[src/rtl/vga_stream_ctrl.sv]
// Stream sequencer between the RGB565 pixel FIFO and the VGA/HDMI timing datapath:
// frame-aligned start, underflow recovery, RGB565->RGB888 expansion and status counters.
module vga_stream_ctrl #(
  parameter int unsigned H_ACTIVE     = 640,
  parameter int unsigned V_ACTIVE     = 480,
  parameter int unsigned LEVEL_W      = 12,
  parameter int unsigned START_THRESH = 640
) (
  input  logic               clock,
  input  logic               reset,
  input  logic               stream_en,
  input  logic               hsync_in,
  input  logic               vsync_in,
  input  logic               de_in,
  input  logic [15:0]        fifo_data_in,
  input  logic               fifo_empty,
  input  logic [LEVEL_W-1:0] fifo_level,
  output logic               fifo_read_en,
  output logic               hsync,
  output logic               vsync,
  output logic               dataEnable,
  output logic [23:0]        RGBchannel,
  output logic [2:0]         state_o,
  output logic [15:0]        frame_count,
  output logic [15:0]        underflow_count,
  output logic               frame_err
);

  typedef enum logic [2:0] {
    IDLE      = 3'd0,
    WAIT_FILL = 3'd1,
    ARMED     = 3'd2,
    STREAM    = 3'd3,
    RESYNC    = 3'd4
  } state_t;

  localparam logic [18:0]        FRAME_PIXELS = 19'(H_ACTIVE * V_ACTIVE);
  localparam logic [LEVEL_W-1:0] THRESH       = LEVEL_W'(START_THRESH);

  state_t      state;
  state_t      state_next;
  logic        vsync_d;
  logic        frame_start;
  logic        level_ok;
  logic        underflow;
  logic        pop;
  logic [18:0] pixel_count;
  logic [23:0] rgb888;

  // vsync_d resets high so the first cycle after reset never looks like a rising edge
  assign frame_start  = vsync_in & ~vsync_d;
  assign level_ok     = (fifo_level >= THRESH);
  assign underflow    = (state == STREAM) & de_in & fifo_empty;
  assign pop          = (state == STREAM) & de_in & ~fifo_empty;
  assign fifo_read_en = pop;
  assign vsync        = vsync_d;
  assign state_o      = state;

  assign rgb888 = {fifo_data_in[15:11], fifo_data_in[15:13],
                   fifo_data_in[10:5],  fifo_data_in[10:9],
                   fifo_data_in[4:0],   fifo_data_in[4:2]};

  always_ff @(posedge clock) begin
    if (reset) begin
      state <= IDLE;
    end else begin
      state <= state_next;
    end
  end

  always_comb begin
    state_next = state;
    unique case (state)
      IDLE: begin
        if (stream_en) state_next = WAIT_FILL;
      end
      WAIT_FILL: begin
        if (!stream_en)    state_next = IDLE;
        else if (level_ok) state_next = ARMED;
      end
      ARMED: begin
        if (!stream_en)       state_next = IDLE;
        else if (frame_start) state_next = STREAM;
      end
      STREAM: begin
        // a frame boundary outranks an underflow seen in the same cycle
        if (frame_start)    state_next = stream_en ? STREAM : IDLE;
        else if (underflow) state_next = RESYNC;
      end
      RESYNC: begin
        if (frame_start) begin
          if (!stream_en)    state_next = IDLE;
          else if (level_ok) state_next = STREAM;
          else               state_next = WAIT_FILL;
        end
      end
      default: state_next = IDLE;
    endcase
  end

  always_ff @(posedge clock) begin
    if (reset) begin
      vsync_d    <= 1'b1;
      hsync      <= 1'b1;
      dataEnable <= 1'b0;
      RGBchannel <= '0;
    end else begin
      vsync_d    <= vsync_in;
      hsync      <= hsync_in;
      dataEnable <= de_in;
      RGBchannel <= pop ? rgb888 : '0;
    end
  end

  always_ff @(posedge clock) begin
    if (reset) begin
      pixel_count <= '0;
      frame_count <= '0;
      frame_err   <= 1'b0;
    end else begin
      if (frame_start) begin
        pixel_count <= '0;
      end else if (pop) begin
        pixel_count <= pixel_count + 19'd1;
      end
      if (frame_start && (state == STREAM)) begin
        frame_count <= frame_count + 16'd1;
        if (pixel_count != FRAME_PIXELS) frame_err <= 1'b1;
      end
    end
  end

  always_ff @(posedge clock) begin
    if (reset) begin
      underflow_count <= '0;
    end else if (underflow && (underflow_count != '1)) begin
      underflow_count <= underflow_count + 16'd1;
    end
  end

endmodule

[config.mk]
export PLATFORM = sky130hd
export DESIGN_NAME = vga_stream_ctrl
export DESIGN_NICKNAME = d
export VERILOG_FILES = /design/src/rtl/vga_stream_ctrl.sv
export SDC_FILE = /design/constraint.sdc
export NUM_CORES = 1
export LEC_CHECK = 0
export ABC_AREA = 0
export CORE_MARGIN = 5
export CORE_UTILIZATION = 49
export CTS_BUF_LIST = sky130_fd_sc_hd__clkbuf_8
export DETAILED_ROUTE_END_ITERATION = 8
export GPL_ROUTABILITY_DRIVEN = 1
export PLACE_DENSITY = 0.82
export SYNTH_ARGS = -nofsm -noshare
export SYNTH_HDL_FRONTEND = slang
export SYNTH_SLANG_ARGS = --single-unit
[constraint.sdc]
create_clock -name clock -period 2.9 [get_ports clock]
set_input_delay 0.725 -clock clock [delete_from_list [all_inputs] [get_ports clock]]
set_output_delay 0.725 -clock clock [all_outputs]
set_load 0.02 [all_outputs]
---- After elaboration in Yosys (flattened, before gate mapping) ----
Index checks and enable logic that the tools add are counted.
W data, S select, Z words.
word-level totals
  logic and storage cells ................. 50
  flip-flop bits (word level) ............. 82
  input port bits ......................... 35
operators by class
  order comparisons ....................... 1
  reduce and logical (&&, ||, !) cells .... 7
  bitwise gates (word level) .............. 7
  add/subtract/negate cells ............... 3
  eq/ne operators ......................... 11
  muxes and demuxes ....................... 12
operator list
  operator                 number
  $add A16 B1 Y16 const B  2
  $mux W3                  8
  $add A19 B1 Y19 const B  1
  $ne A19 B19 Y1 const B   1
  $ne A16 B16 Y1 const B   1
  $pmux W3 S5              1
  $ge A12 B10 Y1 const B   1
  $ne A3 B3 Y1 const B     3
  $eq A3 B2 Y1 const B     2
  $mux W2                  3
  $reduce_and A5 Y1        1
  $and A1 B1 Y1            4
  $ne A2 B2 Y1 const B     2
  $reduce_or A2 Y1         2
  $eq A3 B1 Y1 const B     1
  $eq A3 B3 Y1 const B     1
  $logic_not A3 Y1         1
  $not A1 Y1               3
  $logic_and A1 B1 Y1      2
  $reduce_and A2 Y1        1

---- Logic depth before layout (Yosys ltp) ----
  word-level depth ........................ 6
  mapped depth ............................ 6
  gate-level depth less buffers ........... 6

---- Least setup slack after synthesis ----
Ideal clock, no wire load.
  kind .................................... input to register
  start point ............................. in fifo_empty
  end point ............................... reg pixel_count[17]
  stages on the path ...................... 5
  path slack .............................. 0.666 ns
  required time ........................... 2.829 ns
  path buffers ............................ 1
  arrival ................................. 2.164 ns
  path through ............................ nand2b_1 or4_1 buf_2 or4_1 a21oi_1
on the way
  cells in the longest elaborated chain, start to end .. 2
ends and longest elaborated chain
  item                  line  RTL
  start, declared       16    input logic fifo_empty,
  $not A1 Y1            54    assign pop = (state == STREAM) & de_in & ~fifo_empty;
  $and A1 B1 Y1         54
  end signal, assigned  124   pixel_count <= pixel_count + 19'd1;
  end, declared         47    logic [18:0] pixel_count;
Every way passes these cells.
A chain may end at the register's enable or synchronous reset.

---- Final worst setup path ----
  start point ............................. in fifo_empty
  end point ............................... reg pixel_count[15]
The elaborated chain is that of the path after synthesis.

==> results_dict.tcl <==
set metrics [dict create \
    final_nets 524 \
    fp.dieW_um 93.2 \
    final_antenna_net_count 0 \
    synth_xor_area_share_pct 3.10 \
    fin_setup_tns_ns 0 \
    avgSynthCellArea_um2 8.66 \
    insertion_delay_ns 0.35 \
    post-place-ws_ns -0.00457 \
    max_stage_delay_ns 0.62 \
    synth_top_family_by_area "simple AND/OR/NAND/NOR gates" \
    fmax_mhz 394 \
    synth-edff-count 0 \
    ys_seq_area_share_pct 43.6 \
    dp_hpwl_um 6290 \
    endpoint_kind "register" \
    outcome "completed" \
    hp-class "register to register" \
    synth_fp_nets 431 \
    r2r_slack_ns 0.56 \
    slew-limit-headroom_pct 57.1 \
    h-tree-depth 3 \
    synth_area_mm2 0.00340 \
    powerDensity_mw_per_mm2 429 \
    io_buffers 91 \
    worst_hold_slack_ns 0.454 \
    place_congestion 0.848 \
    grt-ovfl-total 0 \
    drc 0 \
    cp.arrival_ns 2.80 \
    grt_pass1_wl_um 14200 \
    irDropWorstVdd_mv 0.257 \
    vias 3215 \
    cts_root_buf "clkbuf_8" \
    synth_fa_ha_area_share_pct 1.47 \
    layout-drive-gt1-share_pct 8.18 \
    cts_tree "done" \
    cts.sinks 74 \
    setup_viol 0 \
    synth_top_flop_cell "dfxtp_1" \
    clock_path_buffers 2 \
    synth_cells 392 \
    cp_data_required_time_ns 3.16 \
    syn_to_final_growth_pct 35.9 \
    worstMarginPinSlew_ns 0.642 \
    dieArea_mm2 0.00869 \
    synth_top_area_share_pct 43.6 \
    worst_slack_ns 0.361 \
    skew_ns 0.0124 \
    cpMostUsedCell "or4_1" \
    yosys.cell_types.count 41 \
    async_flop_share_pct 0 \
    worst_setup_path_start_kind "primary input" \
    diodes 0 \
    crit_type "primary input to register" \
    rsz0062_at_grt "false" \
    yosys_warnings 0 \
    numCtsBuffers 9 \
    placementRows 30 \
    period_needed_ns 2.54 \
    maxSlewViolCount 0 \
    synthSimpleGateAreaFrac_pct 30.4 \
    fin_crit_sh_pct 87.5 \
    drtPass1Iterations 4 \
    core_area_mm2 0.00676 \
    synth_top_area_cell "dfxtp_1" \
    die_height_um 93.2 \
    synth-seq-cells 74 \
    dr.first_iter.drc_count 138 \
    synth_area_leaders "dfxtp_1 (44%), a21oi_1 (5.5%), or4_1 (5.1%)" \
    hold_viol_final 0 \
    routed_wl_um 8380 \
    p_leak_nw 1.54 \
    grt_max_degree 32 \
    muxShareOfSynthArea_pct 1.92 \
    start_util_pct 50.3 \
    cp_slowest_cell "or4_1" \
    antenna_found_initial 0 \
    post_drt_wl_per_cell_um 14.7 \
    path_cells "clkdlybuf4s50_1 -> nand2b_1 -> buf_4 -> or4_1 -> or4_1 -> a21oi_1" \
    grt_usage_pct 19.9 \
    clk_pin_slew_ns 0.08 \
    io_pins 99 \
    grt_pass1_vias 3184 \
    worstPathMaxFanout 6 \
    synth_compound_area_share_pct 14.0 \
    cap_violations 0 \
    mostFrequentLayoutCells "clkdlybuf4s50_1 (90), dfxtp_1 (74), a21oi_1 (37)" \
    routed_via_density 5.65 \
    layout_commonest_cell "clkdlybuf4s50_1" \
    cts_setup_buffers 0 \
]
## final timing paths
check,end,cells after the start,start
max,pixel_count[15],6,fifo_empty
min,frame_err,2,frame_err
max reg2reg,pixel_count[15],5,state_o[0]
min reg2reg,frame_err,2,frame_err
## critical path, delay by kind of cell
kind / cells / cell delay [ns]
and+or+nand+nor: 3 / 1.33
buffers and inverters: 2 / 0.58
AOI/OAI and AO/OA: 1 / 0.16
## layer usage
metal / global-route usage [%] / routed length [um]
met4: 7.45 / 53
met1: 24.7 / 3680
met3: 5.71 / 642
met5: 0 / 0
met2: 32.6 / 4000
## cells in the mapped netlist, types with 2 or more instances
| cell | count |
|---|---|
| o31ai_1 | 20 |
| nand4_1 | 16 |
| o21ai_0 | 10 |
| clkbuf_1 | 14 |
| o21a_1 | 2 |
| nand3_1 | 23 |
| o41ai_1 | 3 |
| inv_1 | 13 |
| or4_1 | 23 |
| buf_2 | 4 |
| or3_1 | 8 |
| ha_1 | 4 |
| a211oi_1 | 2 |
| dfxtp_1 | 74 |
| mux2_2 | 4 |
| nand4b_1 | 2 |
| xnor2_1 | 9 |
| nand2_1 | 19 |
| buf_4 | 8 |
| xor2_1 | 3 |
| nor2_1 | 25 |
| mux2i_1 | 2 |
| nand2b_1 | 4 |
| nor4_1 | 9 |
| and3_1 | 3 |
| a21oi_1 | 37 |
| and2_1 | 19 |
| nor3_1 | 5 |
| or2_2 | 3 |
| nor2b_1 | 8 |
| and4_1 | 5 |
| o311ai_0 | 2 |
## metrics by stage
stage	total power [mW]	util, %	cell area (um^2)	std cells
after CTS	1.99	68.3	4610	569
after floorplan	1.09	-	3400	392
after global routing	2.05	68.3	4610	569
after global placement	1.16	65.2	4410	554
final	1.98	68.3	4610	569
after detailed placement	1.16	65.2	4410	554
## registers in the layout, summed over array words and instances (netlist names), 3 cells and up
register	cells
pixel_count	19
RGBchannel	16
frame_count	16
underflow_count	16
state_o	3
## where the power goes
group	internal, mW	switching (mW)	leakage, nW
logic	0.0608	0.0475	0.836
registers	1.02	0.00728	0.597
clock network	0.475	0.369	0.105
## repair_timing
item	CTS	global route
hold buffers	0	0
gates resized for setup	0	1
setup endpoints to repair	0	1
## area by class of cell
cell class	count	area, um^2
Clock buffer	9	124
Clock inverter	6	82.6
Fill cell	548	2140
Inverter	13	48.8
Multi-Input combinational cell	278	1730
Sequential cell	74	1480
Tap cell	80	100
Timing Repair Buffer	109	1050
## logic make-up after synthesis
family | Yosys count
and+or+nand+nor | 178
AOI/OAI and AO/OA | 78
DFF | 74
buffers and inverters | 40
xor gates and xnor gates | 12
muxes | 6
adders and majority gates | 4
Power figures use the tool's default switching activity.
